File: src/rtl/mw_serial_adder_if.sv
// Handshake bundle for the multi-word serial adder: operand request side and result side.
interface mw_serial_adder_if #(
    parameter int W = 64
);
    logic         in_valid;
    logic         in_ready;
    logic [W-1:0] a;
    logic [W-1:0] b;
    logic         cin;
    logic         out_valid;
    logic         out_ready;
    logic [W-1:0] sum;
    logic         cout;
    logic         ovf;

    modport master (
        output in_valid, a, b, cin, out_ready,
        input  in_ready, out_valid, sum, cout, ovf
    );

    modport slave (
        input  in_valid, a, b, cin, out_ready,
        output in_ready, out_valid, sum, cout, ovf
    );
endinterface

File: src/rtl/mw_serial_adder.sv
// Multi-word sequential adder: one WORD_W-bit ripple slice per cycle, LSB slice first,
// carry registered between slices, valid/ready on both sides.
module mw_serial_adder #(
    parameter int WORD_W = 16,
    parameter int NSLICE = 4
) (
    input  logic              clk,
    input  logic              rst,
    mw_serial_adder_if.slave  bus
);
    localparam int W     = WORD_W * NSLICE;
    localparam int IDX_W = $clog2(NSLICE);

    typedef enum logic [1:0] {
        S_IDLE = 2'd0,
        S_RUN  = 2'd1,
        S_DONE = 2'd2
    } state_e;

    // Ripple-carry slice adder; returns {carry into MSB, carry out, sum}.
    function automatic logic [WORD_W+1:0] ripple_add(
        input logic [WORD_W-1:0] x,
        input logic [WORD_W-1:0] y,
        input logic              ci
    );
        logic [WORD_W:0]   c;
        logic [WORD_W-1:0] s;
        c[0] = ci;
        for (int i = 0; i < WORD_W; i++) begin
            s[i]   = x[i] ^ y[i] ^ c[i];
            c[i+1] = (x[i] & y[i]) | (x[i] & c[i]) | (y[i] & c[i]);
        end
        return {c[WORD_W-1], c[WORD_W], s};
    endfunction

    state_e             state_q, state_d;
    logic [W-1:0]       a_q, a_d;
    logic [W-1:0]       b_q, b_d;
    logic [W-1:0]       sum_q, sum_d;
    logic               carry_q, carry_d;
    logic [IDX_W-1:0]   idx_q, idx_d;
    logic               cout_q, cout_d;
    logic               ovf_q, ovf_d;
    logic               in_ready_q, in_ready_d;
    logic               out_valid_q, out_valid_d;
    logic [WORD_W+1:0]  slice_s;
    int                 base_s;

    // Next-state and datapath: one slice of the wide sum per RUN cycle.
    always_comb begin
        state_d     = state_q;
        a_d         = a_q;
        b_d         = b_q;
        sum_d       = sum_q;
        carry_d     = carry_q;
        idx_d       = idx_q;
        cout_d      = cout_q;
        ovf_d       = ovf_q;
        in_ready_d  = in_ready_q;
        out_valid_d = out_valid_q;
        base_s      = int'(idx_q) * WORD_W;
        slice_s     = ripple_add(a_q[base_s +: WORD_W], b_q[base_s +: WORD_W], carry_q);
        case (state_q)
            S_IDLE: begin
                if (bus.in_valid) begin
                    a_d        = bus.a;
                    b_d        = bus.b;
                    carry_d    = bus.cin;
                    idx_d      = '0;
                    in_ready_d = 1'b0;
                    state_d    = S_RUN;
                end else begin
                    in_ready_d = 1'b1;
                end
            end
            S_RUN: begin
                sum_d[base_s +: WORD_W] = slice_s[WORD_W-1:0];
                carry_d                 = slice_s[WORD_W];
                if (idx_q == IDX_W'(NSLICE - 1)) begin
                    // Final slice: its carries decide the unsigned and signed flags.
                    cout_d      = slice_s[WORD_W];
                    ovf_d       = slice_s[WORD_W+1] ^ slice_s[WORD_W];
                    idx_d       = '0;
                    out_valid_d = 1'b1;
                    state_d     = S_DONE;
                end else begin
                    idx_d = idx_q + IDX_W'(1);
                end
            end
            S_DONE: begin
                if (bus.out_ready) begin
                    out_valid_d = 1'b0;
                    in_ready_d  = 1'b1;
                    state_d     = S_IDLE;
                end else begin
                    out_valid_d = 1'b1;
                end
            end
            default: begin
                state_d     = S_IDLE;
                in_ready_d  = 1'b1;
                out_valid_d = 1'b0;
            end
        endcase
    end

    // State register with synchronous reset that discards any operation in flight.
    always_ff @(posedge clk) begin
        if (rst) begin
            state_q     <= S_IDLE;
            a_q         <= '0;
            b_q         <= '0;
            sum_q       <= '0;
            carry_q     <= 1'b0;
            idx_q       <= '0;
            cout_q      <= 1'b0;
            ovf_q       <= 1'b0;
            in_ready_q  <= 1'b1;
            out_valid_q <= 1'b0;
        end else begin
            state_q     <= state_d;
            a_q         <= a_d;
            b_q         <= b_d;
            sum_q       <= sum_d;
            carry_q     <= carry_d;
            idx_q       <= idx_d;
            cout_q      <= cout_d;
            ovf_q       <= ovf_d;
            in_ready_q  <= in_ready_d;
            out_valid_q <= out_valid_d;
        end
    end

    assign bus.in_ready  = in_ready_q;
    assign bus.out_valid = out_valid_q;
    assign bus.sum       = sum_q;
    assign bus.cout      = cout_q;
    assign bus.ovf       = ovf_q;
endmodule

File: src/flat_wrapper.sv
// flat-port wrapper written by rule: the top's interface ports become plain ports
module mw_serial_adder_flat 
#(
    parameter int WORD_W = 16,
    parameter int NSLICE = 4
)
  (clk, rst, bus_in_valid, bus_a, bus_b, bus_cin, bus_out_ready, bus_in_ready, bus_out_valid, bus_sum, bus_cout, bus_ovf);
  mw_serial_adder_if #(.W(64)) bus_i ();
  input  logic clk;
  input  logic rst;
  input wire logic [$bits(bus_i.in_valid)-1:0] bus_in_valid;
  input wire logic [$bits(bus_i.a)-1:0] bus_a;
  input wire logic [$bits(bus_i.b)-1:0] bus_b;
  input wire logic [$bits(bus_i.cin)-1:0] bus_cin;
  input wire logic [$bits(bus_i.out_ready)-1:0] bus_out_ready;
  output wire logic [$bits(bus_i.in_ready)-1:0] bus_in_ready;
  output wire logic [$bits(bus_i.out_valid)-1:0] bus_out_valid;
  output wire logic [$bits(bus_i.sum)-1:0] bus_sum;
  output wire logic [$bits(bus_i.cout)-1:0] bus_cout;
  output wire logic [$bits(bus_i.ovf)-1:0] bus_ovf;
  assign bus_i.in_valid = bus_in_valid;
  assign bus_i.a = bus_a;
  assign bus_i.b = bus_b;
  assign bus_i.cin = bus_cin;
  assign bus_i.out_ready = bus_out_ready;
  assign bus_in_ready = bus_i.in_ready;
  assign bus_out_valid = bus_i.out_valid;
  assign bus_sum = bus_i.sum;
  assign bus_cout = bus_i.cout;
  assign bus_ovf = bus_i.ovf;
  mw_serial_adder #(.WORD_W(WORD_W), .NSLICE(NSLICE)) u_core (.clk(clk), .rst(rst), .bus(bus_i));
endmodule
File: config.mk
export PLATFORM = sky130hd
export DESIGN_NAME = mw_serial_adder_flat
export DESIGN_NICKNAME = d
export VERILOG_FILES = /design/src/rtl/mw_serial_adder_if.sv /design/src/rtl/mw_serial_adder.sv /design/src/flat_wrapper.sv
export SDC_FILE = /design/constraint.sdc
export NUM_CORES = 1
export LEC_CHECK = 0
export BUFFER_PORTS_ARGS = -buffer_cell sky130_fd_sc_hd__buf_2
export CAP_MARGIN = 20
export CORE_ASPECT_RATIO = 1.5
export CORE_MARGIN = 5
export CORE_UTILIZATION = 37
export CTS_CLUSTER_SIZE = 20
export DETAILED_ROUTE_END_ITERATION = 7
export GPL_TIMING_DRIVEN = 1
export PLACE_DENSITY_LB_ADDON = 0.25
export SYNTH_ARGS = -nofsm -noshare
export SYNTH_HDL_FRONTEND = slang
export SYNTH_SLANG_ARGS = --single-unit
File: constraint.sdc
create_clock -name clk -period 7.1 [get_ports clk]
set_input_delay 1.065 -clock clk [delete_from_list [all_inputs] [get_ports clk]]
set_output_delay 1.065 -clock clk [all_outputs]
set_load 0.1 [all_outputs]
==> summary.txt <==
Critical path
  – Critical Path Max Stage Delay: 0.48 ns
  – Critical path buffers and inverters: 2
  – Most used cell, CP: fa_2
  – Cells on worst reg2reg path: 21
  – Slowest CP cell: fa_2
  – CP max FO: 5
  – CP Class: reg -> reg
  – Worst Path Arrival: 7.25 ns
  – Crit path required time: 7.46 ns
  – CP cell instances: mux4_2 > fa_1 > inv_1 > fa_2 > fa_2 > fa_1 > fa_2 > fa_2 > fa_2 > fa_2 > fa_2 > fa_2 > fa_2 > fa_2 > fa_2 > fa_2 > fa_2 > inv_2 > fa_2 > a32oi_1 > nor2_1
  – Crit path capture type: flip-flop
  – R2r setup slk: 0.22 ns
  – Worst r2r src: u_core.idx_q[0]
  – CP top delay family: adder cells
  – Startpoint Class: flip-flop
  – R2R Path End: u_core.bus.sum[47]

Cells and area
  – Area Growth Syn to Fin: 23.4%
  – Final Util: 46.0%
  – Final Non-Filler Cells: 1,429
  – Fin nets: 1,291
  – Share of layout cells above drive strength 1: 26.6%
  – Most frequent cells in the layout: 292 x nand2_1, 199 x buf_2, 199 x dfxtp_1
  – Commonest non-fill, non-tap cell in the layout: nand2_1

Drt
  – Antenna Violating Nets Remaining: 0
  – WL per Instance: 17.6 µm
  – # DRC: 0
  – DR iter-0 viols: 425
  – DRT Pass-1 Iters: 5
  – Vias per cell: 5.02
  – Total number of vias: 7,180
  – DRT Wirelength: 25,200 µm

Clock tree
  – CTS Buf Count: 21
  – CTS clk-pin slew, worst paths: 0.07 ns
  – Clk_lat worst skew: 0.50 ns
  – CTS max path bufs: 3
  – Clk root buf: clkbuf_16
  – CTS Sinks: 201
  – CTS tree: yes
  – H-tree levels: 1

Global routing
  – Pin count of the biggest net entering global routing: 115
  – Initial antenna violation count: 1
  – All-Layer GR Usage: 18.7%
  – GRT Residual Overflow: 0
  – First-pass GRT wire length: 38,800 µm
  – Number of global-route vias before repair: 7,158

Worst hold path
  – Cells on Worst Hold Path: 2
  – Hold Path Class: reg -> reg
  – HP Start: u_core.bus.sum[24]
  – Worst Hold End: u_core.bus.sum[24]

Floorplan
  – Die X: 134 µm
  – Chip height: 196 µm
  – Starting Density: 37.3%
  – Area of the core: 22,800 µm²
  – Site Rows: 68
  – # IOs: 201
  – Die area: 26,200 µm²

STA
  – Minimum clock period: 6.88 ns
  – Fmax: 0.145 GHz
  – Setup ws final: 0.216 ns
  – Final Hold Fails: 0
  – RSZ-0062 raised after global routing: false
  – Max transition margin: 27.7%
  – Clock skew: 0.0159 ns
  – Slew Limit Fails: 0
  – Final Setup Violations: 0
  – Final period util: 97.0%
  – Worst Tran Pin Value: 1.08 ns

Power
  – Peak supply drop: 177 µV
  – Power per cell area: 271 nW/µm²
  – Leakage: 4.21 nW

Placed design
  – Pre-CTS setup slack: -0.0734 ns
  – Final RePlAce weighted congestion: 0.821
  – # port buffers: 200
  – Cell count after placement: 1,386
  – Final HPWL DP: 18,200 µm

Yosys
  – Synth unique cells: 32
  – Syn_nets: 1,128
  – Seq/Total Area, Yosys: 47.3%
  – Syn Area/Cell: 8.76 µm²
  – Post-synth EDFFs: 0
  – Post-Syn Area: 8500 µm²
  – Ys async rst share: 0%
  – Synthesized netlist cell count: 970
  – Flops & latches, synth: 201
  – Synth warn: 0
  – Ys flop type: dfxtp_1

Outcome
  – Status: completed

Run
  – Max Cap Viol: 0
==> report_power, final <==
group          total (mW)  switching, mW  internal, mW
Combinational       0.391          0.254         0.137
Sequential           1.22         0.0302          1.18
Clock                1.23          0.453         0.779
==> metrics by stage <==
stage / hold WS (ns) / power, mW / TNS, ns / instance area [µm²]
4_1_cts: 0.449 / 2.86 / 0 / 10400
3_5_place_dp: 0.441 / 1.63 / -0.254 / 9630
2_1_floorplan: 0.433 / 1.50 / 0 / 8520
6_report: 0.445 / 2.84 / 0 / 10500
3_3_place_gp: 0.438 / 1.62 / 0 / 9630
5_1_grt: 0.463 / 2.96 / 0 / 10500
==> state kept, by name, indices dropped and copies added (netlist names) <==
signal / cells
u_core.b_q: 64
u_core.a_q: 64
u_core.idx_q: 2
u_core.bus.in_ready: 1
u_core.bus.out_valid: 1
u_core.bus.ovf: 1
u_core.state_q: 2
u_core.carry_q: 1
u_core.bus.sum: 64
u_core.bus.cout: 1
==> per-layer routing <==
layer  up-vias  global-route usage [%]  wire (µm)
li1       3577                       -          -
met1      3357                    22.2       9830
met2       211                    34.2      13400
met3        35                    2.96       1290
met4         0                    5.87        662
met5         -                       0          0
==> worst register-to-register path: cells and delay by family, from the launching register on <==
| kind | cells | cell delay [ns] |
|---|---|---|
| flops | 1 | 0.37 |
| fa+ha+maj | 16 | 5.62 |
| mux | 1 | 0.36 |
| compound gates | 1 | 0.21 |
| simple gates | 1 | 0.06 |
| buf+inv | 2 | 0.12 |
==> cell families after synthesis <==
group	after synthesis	synth area share [%]
multiplexers	33	8.60
AO/OA/AOI/OAI	207	13.7
flip-flops	201	47.3
adder cells (fa/ha/maj)	25	5.09
XOR/XNOR	1	0.103
AND/OR/NAND/NOR	391	19.5
buffers and inverters	112	5.67
==> worst max-delay path by stage <==
stage                         start            endpoint  slack, ns  depth (start not counted)
floorplan           u_core.idx_q[0]  u_core.bus.sum[15]       0.01                         23
global placement    u_core.idx_q[0]  u_core.bus.sum[15]       0.07                         21
detailed placement  u_core.idx_q[0]  u_core.bus.sum[15]      -0.07                         21
CTS                 u_core.idx_q[0]  u_core.bus.sum[15]       0.03                         21
global route        u_core.idx_q[0]  u_core.bus.sum[47]       0.04                         21
finish              u_core.idx_q[0]  u_core.bus.sum[47]       0.22                         21
==> synth_stat cells, types with 3 or more instances <==
library cell | instances | area (µm²)
inv_1 | 37 | 139
and3b_1 | 3 | 26.3
fa_1 | 16 | 320
a21oi_1 | 159 | 796
mux4_2 | 32 | 721
nand3_1 | 3 | 15.0
nand2_1 | 293 | 1100
buf_4 | 7 | 52.6
buf_2 | 27 | 135
nor2_1 | 38 | 143
nand2b_1 | 4 | 25.0
a22oi_1 | 28 | 210
ha_1 | 9 | 113
a32oi_1 | 10 | 87.6
clkbuf_1 | 40 | 150
nor3b_1 | 14 | 105
nor2b_1 | 3 | 18.8
or3_1 | 28 | 175
dfxtp_1 | 201 | 4020
==> timing repair <==
action                     CTS  global route
hold buffers                 0             0
pin swaps                    1             3
setup buffers                0             3
setup endpoints to repair    4             5
gates resized for setup      3             4
==> area by class of cell <==
cell class	count	area, µm²
Fill cell	2279	12300
Multi-Input combinational cell	657	4040
Sequential cell	201	4030
Timing Repair Buffer	215	1140
Clock buffer	26	596
Tap cell	280	350
Clock inverter	12	191
Inverter	37	139
Antenna cell	1	2.50
(Power assumes the default switching activity.)
